## src/rtl/pc_redirect_ctrl.sv

```systemverilog
// Fetch PC owner: picks the next halfword PC from correction, ISR, jump, prediction
// or sequential sources and parks redirects during stalls. Optional BP_PERF_CNT_EN adds perf counters.
module pc_redirect_ctrl #(
  parameter logic [10:0] RESET_PC = 11'h000
`ifdef BP_PERF_CNT_EN
  , parameter int CNT_W = 16
`endif
) (
  input  logic        CLK,
  input  logic        rst,
  input  logic        stall,
  input  logic        if_is_compressed,
  input  logic        if_prediction,
  input  logic [10:0] if_PBT,
  input  logic [10:0] id_branchtarget,
  input  logic        jump_flush,
  input  logic [1:0]  exe_correction,
  input  logic [10:0] exe_CNI,
  input  logic [10:0] exe_PBT,
  input  logic        isr_req,
  input  logic [10:0] isr_target,
  output logic        isr_ack,
  output logic [10:0] if_PC,
  output logic        if_flush,
  output logic        id_flush,
  output logic        pend_valid
`ifdef BP_PERF_CNT_EN
  , output logic [CNT_W-1:0] mispred_cnt
  , output logic [CNT_W-1:0] jflush_cnt
`endif
);

  typedef enum logic {RUN, PEND} state_t;

  state_t      state_q, state_d;
  logic [10:0] pc_q, pc_d;
  logic [10:0] pend_pc_q, pend_pc_d;
  logic        corr;
  logic [10:0] corr_pc;
  logic [10:0] seq_pc;
  logic        if_flush_c, id_flush_c, isr_ack_c;

  always_ff @(posedge CLK or posedge rst) begin
    if (rst) begin
      state_q   <= RUN;
      pc_q      <= RESET_PC;
      pend_pc_q <= 11'h000;
    end else begin
      state_q   <= state_d;
      pc_q      <= pc_d;
      pend_pc_q <= pend_pc_d;
    end
  end

  always_comb begin
    corr       = exe_correction[1];
    corr_pc    = exe_correction[0] ? exe_PBT : exe_CNI;
    seq_pc     = pc_q + (if_is_compressed ? 11'd1 : 11'd2);
    state_d    = state_q;
    pc_d       = pc_q;
    pend_pc_d  = pend_pc_q;
    if_flush_c = 1'b0;
    id_flush_c = 1'b0;
    isr_ack_c  = 1'b0;
    case (state_q)
      RUN: begin
        if (stall) begin
          if (corr) begin
            pend_pc_d = corr_pc;
            state_d   = PEND;
          end
        end else if (corr) begin
          pc_d       = corr_pc;
          if_flush_c = 1'b1;
          id_flush_c = 1'b1;
        end else if (isr_req) begin
          pc_d       = isr_target;
          if_flush_c = 1'b1;
          id_flush_c = 1'b1;
          isr_ack_c  = 1'b1;
        end else if (jump_flush) begin
          pc_d       = id_branchtarget;
          if_flush_c = 1'b1;
        end else if (if_prediction) begin
          pc_d = if_PBT;
        end else begin
          pc_d = seq_pc;
        end
      end
      PEND: begin
        if (stall) begin
          if (corr) pend_pc_d = corr_pc;
        end else begin
          // A correction arriving in the release cycle is younger than the parked one
          pc_d       = corr ? corr_pc : pend_pc_q;
          if_flush_c = 1'b1;
          id_flush_c = 1'b1;
          state_d    = RUN;
        end
      end
      default: state_d = RUN;
    endcase
  end

  assign if_PC      = pc_q;
  assign pend_valid = (state_q == PEND);
  assign if_flush   = if_flush_c & ~rst;
  assign id_flush   = id_flush_c & ~rst;
  assign isr_ack    = isr_ack_c & ~rst;

`ifdef BP_PERF_CNT_EN
  logic [CNT_W-1:0] mispred_q, mispred_d;
  logic [CNT_W-1:0] jflush_q, jflush_d;
  logic             corr_apply, jf_apply;

  always_comb begin
    corr_apply = ~stall & ((state_q == PEND) | ((state_q == RUN) & corr));
    jf_apply   = ~stall & (state_q == RUN) & ~corr & ~isr_req & jump_flush;
    mispred_d  = mispred_q;
    jflush_d   = jflush_q;
    if (corr_apply && (mispred_q != '1)) mispred_d = mispred_q + CNT_W'(1);
    if (jf_apply && (jflush_q != '1))    jflush_d  = jflush_q + CNT_W'(1);
  end

  always_ff @(posedge CLK or posedge rst) begin
    if (rst) begin
      mispred_q <= '0;
      jflush_q  <= '0;
    end else begin
      mispred_q <= mispred_d;
      jflush_q  <= jflush_d;
    end
  end

  assign mispred_cnt = mispred_q;
  assign jflush_cnt  = jflush_q;
`endif

endmodule

```

## config.mk

```make
export PLATFORM = sky130hd
export DESIGN_NAME = pc_redirect_ctrl
export DESIGN_NICKNAME = d
export VERILOG_FILES = /design/src/rtl/pc_redirect_ctrl.sv
export SDC_FILE = /design/constraint.sdc
export NUM_CORES = 1
export LEC_CHECK = 0
export CORE_AREA = 2 2 90 92
export DETAILED_ROUTE_END_ITERATION = 12
export DIE_AREA = 0 0 92 94
export GPL_TIMING_DRIVEN = 0
export PLACE_DENSITY_LB_ADDON = 0.3
export SLEW_MARGIN = 20
export SYNTH_ARGS = -nofsm -noshare
export SYNTH_HDL_FRONTEND = slang
export SYNTH_SLANG_ARGS = --single-unit
```

## constraint.sdc

```tcl
create_clock -name CLK -period 3.35 [get_ports CLK]
set_input_delay 0.67 -clock CLK [delete_from_list [all_inputs] [get_ports CLK]]
set_output_delay 0.67 -clock CLK [all_outputs]
set_load 0.03 [all_outputs]
```

Yosys cells after proc, flatten, opt, wreduce, memory -nomap -nowiden

Cells that the tools add are included.

Add/subtract/negate cells: 1
Eq/ne operators: 2
Multiplexer cells: 28
Bitwise operators: 5
Reductions and logical operators: 1

Operators with widths:

| kind                 | count |
|---|---|
| $mux W11             | 9 |
| $pmux W11 S2         | 1 |
| $mux W1              | 14 |
| $add A11 B2 Y11      | 1 |
| $pmux W1 S2          | 3 |
| $ne A2 B2 Y1 const B | 2 |
| $and A1 B1 Y1        | 3 |
| $mux W2              | 1 |
| $not A1 Y1           | 2 |
| $reduce_and A2 Y1    | 1 |

Register bits: 23
Input bits: 64
Output and inout port bits: 15

Depth between registers and ports, before layout

Depth in word-level cells: 8
Depth in mapped cells: 7
Mapped depth without buffers: 6

Worst setup path after synthesis

No wires, ideal clock.

Path kind: input port to output port
Start point: input port isr_req
End point: output port if_flush
Arrival: 1.742 ns
Setup slack: 0.938 ns
Stages on the path: 4
Path buffers: 2
Path through: buf_2 -> clkbuf_1 -> o31a_1 -> a21o_1

Longest elaborated chain between the ends: 5

Ends and longest elaborated chain:

| item          | line | text |
|---|---|---|
| from (decl)   | 20   | `input logic isr_req,` |
| $mux W1       | 76   | `end else if (isr_req) begin` |
| $mux W1       | 72   | `end else if (corr) begin` |
| $mux W1       | 67   | `if (stall) begin` |
| $pmux W1 S2   | 65   | `case (state_q)` |
| $and A1 B1 Y1 | 107  | `assign if_flush = if_flush_c & ~rst;` |
| to (decl)     | 24   | `output logic if_flush,` |

Every way passes these cells.

Final worst setup path

Start point: input port jump_flush
End point: output port if_flush

Longest elaborated chain between the ends: 6

Ends and longest elaborated chain:

| item          | line | text |
|---|---|---|
| from (decl)   | 16   | `input logic jump_flush,` |
| $mux W1       | 81   | `end else if (jump_flush) begin` |
| $mux W1       | 76   |  |
| $mux W1       | 72   |  |
| $mux W1       | 67   |  |
| $pmux W1 S2   | 65   |  |
| $and A1 B1 Y1 | 107  |  |

Every way passes these cells.

==> summary.md <==
The flow ran to the end, and the final reports show no timing, DRC or antenna violations. The row count was 32. 0 antenna diodes ended up in the layout. The y dimension of the die works out to 94 um.

Among all cell types in the netlist, the one instantiated most often is sky130_fd_sc_hd__nor2_1. The wire-length estimate of the detail-placed layout is 5.40 mm. Across the routed clock network, the largest skew measured is 0.00624 ns.

The tools report the clock buffer count from CTS as 3. Setup slack on the critical path of the routed design comes to 0.111 ns. The die is 92 um wide. The utilization of the core after routing came out at 37.1%.

The logs give 79 for the number of top-level pins and 0 for the number of buffers added for setup after CTS. The tools report the initial antenna violation count as 0. The worst setup path is launched from an input port.

Setup repair after global routing left no endpoint under its margin. The cell count after synthesis came out at 230. VDD sags by at most 0.171 mV. The pin count of the biggest net entering global routing is 24.

The post-synth net total is 297. By area the synthesized netlist is led by sky130_fd_sc_hd__dfrtp_1, sky130_fd_sc_hd__a21oi_1, sky130_fd_sc_hd__mux2i_1, sky130_fd_sc_hd__nor2_1, sky130_fd_sc_hd__inv_1. The weighted congestion reported at the end of routability-driven placement was 0.846.

Post-detailed-placement cell area: 2780 um2. Yosys mapped the design onto 50 distinct sky130hd cell types. The hold-fix buffer count after cts came out at 0.

Combinational cells account for 41.2% of the total power. The internal power of the cells totals 592 uW. The number of slew-limit violations in the final report came out at 0. The smallest clock period supported by the final layout is computed as 3.24 ns. The net count of the finished layout is 377. The tree is rooted in a sky130_fd_sc_hd__clkbuf_8.

The floorplan step defined a core boundary enclosing 7610 um2. In this run the remaining antenna-violating nets after routing total 0. Using the TritonRoute via totals, the vias-per-cell ratio works out to 4.99. For the total via count in the routed design, the log shows 2052.

The initial detailed-routing violation count is 91, and the number of H-tree levels is 1. The per-cell routed wire length is 15.8 um, and the power density of the placed cells is 330 nW/um2. Total wirelength of the detailed-routed design: 6.51 mm.

After synthesis the cells add up to 1890 um2. Post-CTS repair changed the size of 0 cells. With fillers left out, the area of the finished cells amounts to 2820 um2. In this run the tool buffered the top-level ports with 76 buffer cells. After routing, the total negative slack on setup checks comes to 0 ns. The number of cells on the worst hold path is 1, and the synthesized area per cell is 8.21 um2. For this run, the register share of the synthesized area comes to 30.5%. The first global-routing pass estimated 10.1 mm of wire. Largest area contributor in the netlist: sky130_fd_sc_hd__dfrtp_1. Endpoint of the worst hold path: pend_pc_q[3]$_DFFE_PP0P_. Summed over its instances, the top area cell type makes up 30.5% of the synthesized netlist area.

Top flip-flop cell by instance count after synthesis: sky130_fd_sc_hd__dfrtp_1. The worst setup path is captured at a primary output. Global routing finished with a remaining overflow of 0. After synthesis, the share of flip-flops with an asynchronous set or reset is 100%. In the global route stage, overall resource usage came out at 14.7%.

After layout, the worst path uses 96.7% of the clock period. After synthesis, the most frequently instantiated cells are sky130_fd_sc_hd__nor2_1, sky130_fd_sc_hd__a21oi_1, sky130_fd_sc_hd__dfrtp_1, sky130_fd_sc_hd__inv_1, sky130_fd_sc_hd__nand2_1. The total number of clock tree sinks is 23. The worst register-to-register path has a depth of 6. The total count of hold-check failures in the final report came out at 0. Net switching component of the power: 338 uW.

The clock network burns 19.4% of the power. The run gives 2042 as the number of global-route vias before repair. In this run the most critical hold path is launched from pend_pc_q[3]$_DFFE_PP0P_. The endpoint identified for the worst register-to-register timing path is if_PC[8]$_DFFE_PP0P_.

The share of total power dissipated in sequential elements is 39.4%. The area growth from synthesis to layout is 49.4%. Setup violations remaining at the end of the flow were counted as 0. The area of the die is 8650 um2, and the number of buffers on the longest clock path is 2. At the worst endpoint, the required time is 2.68 ns. Net switching is 36.3% of the power.

The reg2reg setup slack was 1.35 ns. The critical path is of the input port to primary output type. Clock-pin slew was measured on the worst setup and hold paths at 0.08 ns.

Counting flops and latches in the post-synthesis netlist gives 23. Summed over all cells, the static leakage comes to 0.00111 uW. The post-route netlist has 7.44% of its cells at a drive strength greater than 1. The count of yosys warnings during synthesis is 0. OpenSTA, run right after detailed placement, puts the worst setup slack at -0.122 ns. The count of flip-flops with a built-in enable after synthesis works out to 0. The startpoint identified for the worst register-to-register timing path is if_PC[0]$_DFFE_PP0P_. Of all nets on the critical path, the largest fanout is 10. The kind of path behind the tightest hold check was register to register. For the count of unresolved DRC violations after routing, the log shows 0. For the worst-skew pair, the clock arrives at the later sink with an insertion delay of 0.27 ns. The effective utilization at floorplan was 24.8%; the transition time of the tightest slew-check pin was 0.921 ns. The worst pin sits at a relative slew slack of 38.5%. The tools report the iteration count of the initial detailed-routing pass as 4.

The run gives 309 MHz as the upper clock frequency limit. Arrival time of data at the critical path endpoint: 2.57 ns. The max-cap check violation count was 0. TritonCTS built the clock tree.
final cells by class:
| class | instances | area (um2) |
|---|---|---|
| clock buffers | 4 | 45.0 |
| plain buffers | 14 | 80.1 |
| flip-flops and latches | 23 | 576 |
| repair buffers | 76 | 761 |
| inverters | 15 | 56.3 |
| well taps | 102 | 128 |
| multi-input cells | 177 | 1170 |
| fillers | 813 | 4790 |
routing by layer:
metal	global-route usage, %	part of all wire, %
met2	26.4	50
met4	4.23	1.8
met5	0	0
met1	18.3	44
met3	2.17	4.0
critical path, stage by stage:
cell	delay [ns]
sky130_fd_sc_hd__clkdlybuf4s50_1	0.58
sky130_fd_sc_hd__clkbuf_4	0.26
sky130_fd_sc_hd__buf_2	0.26
sky130_fd_sc_hd__a21o_1	0.15
sky130_fd_sc_hd__clkdlybuf4s50_1	0.66
worst max path at each step:
stage	start	endpoint	slack, ns	cells after the start
after floorplan	isr_req	if_flush	0.94	4
after global placement	isr_req	if_flush	-0.12	6
after detailed placement	isr_req	if_flush	-0.12	6
after CTS	jump_flush	if_flush	0.06	5
after global routing	jump_flush	if_flush	0.02	5
final	jump_flush	if_flush	0.11	5
power by group through the flow:
stage	Combinational (uW)	Sequential [uW]	Clock, uW
floorplan	174	399	0
global placement	379	370	0
detailed placement	386	370	0
CTS	386	365	181
global route	415	371	191
finish	383	366	181
logic make-up after synthesis:
| group | after synthesis | synth area share, % |
|---|---|---|
| AND/OR/NAND/NOR | 74 | 19.7 |
| multiplexers | 15 | 8.15 |
| AO/OA/AOI/OAI | 83 | 31.0 |
| XOR/XNOR | 2 | 0.928 |
| buffers and inverters | 30 | 7.29 |
| flip-flops | 23 | 30.5 |
| adder cells (fa/ha/maj) | 3 | 2.39 |
metrics by stage:
stage,power (uW),hold WS [ns],instances
after floorplan,573,0.480,230
after global placement,749,0.489,408
after detailed placement,756,0.500,408
after CTS,931,0.520,411
after global routing,977,0.544,411
final,930,0.521,411
flip-flops by register name, indices dropped and copies added, names as in the netlist:
| register | flops |
|---|---|
| if_PC | 11 |
| pend_pc_q | 11 |
| pend_valid | 1 |
placed cells by master (no fill, tap or decap), types with 4 or more instances in the layout:
master | Yosys | final
sky130_fd_sc_hd__o211ai_1 | 6 | 6
sky130_fd_sc_hd__nor2_1 | 26 | 26
sky130_fd_sc_hd__a31oi_1 | 5 | 5
sky130_fd_sc_hd__inv_1 | 14 | 14
sky130_fd_sc_hd__buf_2 | 8 | 7
sky130_fd_sc_hd__a2111oi_0 | 4 | 4
sky130_fd_sc_hd__o21ai_0 | 8 | 8
sky130_fd_sc_hd__a211oi_1 | 4 | 4
sky130_fd_sc_hd__mux2i_1 | 12 | 12
sky130_fd_sc_hd__nor2b_1 | 4 | 4
sky130_fd_sc_hd__nand2_1 | 13 | 13
sky130_fd_sc_hd__dfrtp_1 | 23 | 23
sky130_fd_sc_hd__nand3_1 | 4 | 4
sky130_fd_sc_hd__clkdlybuf4s50_1 | 0 | 76
sky130_fd_sc_hd__clkbuf_1 | 4 | 4
sky130_fd_sc_hd__nor3b_1 | 4 | 4
sky130_fd_sc_hd__nand2b_1 | 4 | 4
sky130_fd_sc_hd__a21o_1 | 4 | 4
sky130_fd_sc_hd__o22ai_1 | 6 | 6
sky130_fd_sc_hd__a21oi_1 | 25 | 25
(Power assumes the default switching activity.)
==> variant: new RTL, config.mk and constraints unchanged <==
Add a define of `BP_PERF_CNT_EN`.
--- a/src/rtl/pc_redirect_ctrl.sv
+++ b/src/rtl/pc_redirect_ctrl.sv
@@ -1,5 +1,7 @@
 // Fetch PC owner: picks the next halfword PC from correction, ISR, jump, prediction
 // or sequential sources and parks redirects during stalls. Optional BP_PERF_CNT_EN adds perf counters.
+`define BP_PERF_CNT_EN
+
 module pc_redirect_ctrl #(
   parameter logic [10:0] RESET_PC = 11'h000
 `ifdef BP_PERF_CNT_EN
Behaviour (old outputs only; new: jflush_cnt and mispred_cnt): unchanged (Yosys induction, for registers that start in step).
==> variant against the original RTL <==
Routed wire length is 49% higher; sequential power is 140% higher; cell area is 68% higher; largest cell class unchanged; synthesized area is 81% higher; non-clock buffer count is 34 higher; worst setup slack better by 0.041 ns; total power is 120% higher; sequential cell count is 32 higher; utilization is 25 points higher; register-to-register slack worse by 0.18 ns; via count is 62% higher.
==> variant: results (changes against the original RTL) <==
The run finished with clean final reports. The number of filler cells placed in the layout came out at 656 (-19%). The endpoint identified for the worst register-to-register timing path is if_PC[1]. The number of instances in the synthesized netlist was 364 (+58%).

Number of unique standard cell types used by synthesis: 63 (+26%). The vias per cell is 5.71 (+14%). The tools report the sink of the worst hold path as mispred_cnt[15].

Tracing the worst setup path back leads to its startpoint at isr_req. The tools report the instance count after placement with tap cells included as 573 (+40%). Maximum clock skew at final layout: 0.00503 ns (-0.00121 ns). The logs give 40.2% (+9.8 points) for the fraction of the yosys area taken by sequential cells and 0.496 ns (-0.0250 ns) for the worst hold slack after final layout. The proportion of layout cells with a drive suffix above 1 was 7.52% (+0.072 points); the pin count of the biggest net entering global routing was 56 (+130%). Slew at the pin closest to its max-slew limit: 0.673 ns (-0.248 ns). The number of cells on the worst reg-to-reg path is 7 (+1), and the static leakage is 0.00195 µW (+75%).

For the signal arrival time at the worst endpoint, the log shows 2.53 ns (-0.04 ns). The final net count is 547 (+45%). The biggest cell delay along the critical path was 0.59 ns (-0.07 ns); the first-pass GRT wire length was 15.9 mm (+57%).

The critical path ends at id_flush. The tools report the clock network latency to the later pin of the worst-skew pair as 0.31 ns (+0.04 ns). The tools report the peak supply drop as 419 µV (+140%). The tools report the net count after synthesis as 433 (+46%).

The port buffer count came out at 107 (+41%). The startpoint identified for the worst hold timing path is mispred_cnt[15]. The first-iteration detailed-routing DRC count came out at 233 (+160%). The tools report the pre-CTS setup slack as -0.420 ns (-0.297 ns). The tools report the via count of the first global-routing pass as 3147 (+54%). The CTS buffer count was 5 (+2). After synthesis, the cell types taking the most area are sky130_fd_sc_hd__dfrtp_1 (40%), sky130_fd_sc_hd__xnor2_1 (4.4%), sky130_fd_sc_hd__xor2_1 (3.6%), sky130_fd_sc_hd__nand2_1 (3.3%), sky130_fd_sc_hd__o21ai_0 (3.2%).

Ranked by instance count, the synthesized netlist is headed by sky130_fd_sc_hd__dfrtp_1 (55), sky130_fd_sc_hd__nand2_1 (30), sky130_fd_sc_hd__o21ai_0 (22). The total global-route track usage is 23.0% (+8.3 points), and the last weighted congestion value of the routability-driven placer is 0.876 (+3.6%).
[variant: stage by stage]
step,total power [µW],instance area (µm²)
after global placement,1580,4620
final,2030,4730
after global routing,2130,4730
after CTS,2040,4730
after detailed placement,1590,4620
after floorplan,1270,3420
[variant: report_power, final]
part | internal (µW) | switching [µW] | total [µW]
Sequential | 754 | 129 | 883
Combinational | 326 | 376 | 702
Clock | 226 | 222 | 448
Total | 1310 | 727 | 2030
[variant: repair_timing]
item,in CTS,in global routing
resized for setup,4,3
cloned,0,0
setup buffers,0,0
setup endpoints to repair,3,1
[variant: layout make-up]
| type | instances | area share [%] |
|---|---|---|
| buffer | 17 | 1.72 |
| clock buffer | 6 | 1.54 |
| clock inverter | 2 | 0.821 |
| inverter | 14 | 1.16 |
| multi-input combinational | 278 | 40.4 |
| sequential | 55 | 29.1 |
| tap | 102 | 2.70 |
| timing repair buffer | 107 | 22.5 |
[variant: logic make-up (layout without fill, tap and decap cells)]
family / Yosys count / in the layout / share of synthesized area [%]
adders and majority gates: 5 / 5 / 2.05
muxes: 16 / 16 / 4.90
buffers and inverters: 31 / 146 / 3.88
xor gates and xnor gates: 31 / 31 / 7.94
AOI/OAI and AO/OA: 91 / 91 / 18.4
and+or+nand+nor: 135 / 135 / 22.6
DFF: 55 / 55 / 40.2
[variant: per-layer routing]
layer / vias to the layer above / wire length [µm] / part of all wire [%] / global-route usage (%)
met1: 1607 / 4440 / 46 / 33.1
met3: 8 / 679 / 7.0 / 4.41
met5: - / 0 / 0 / 0
met4: 0 / 51 / 0.53 / 3.36
li1: 1577 / - / - / -
met2: 126 / 4540 / 47 / 37.1
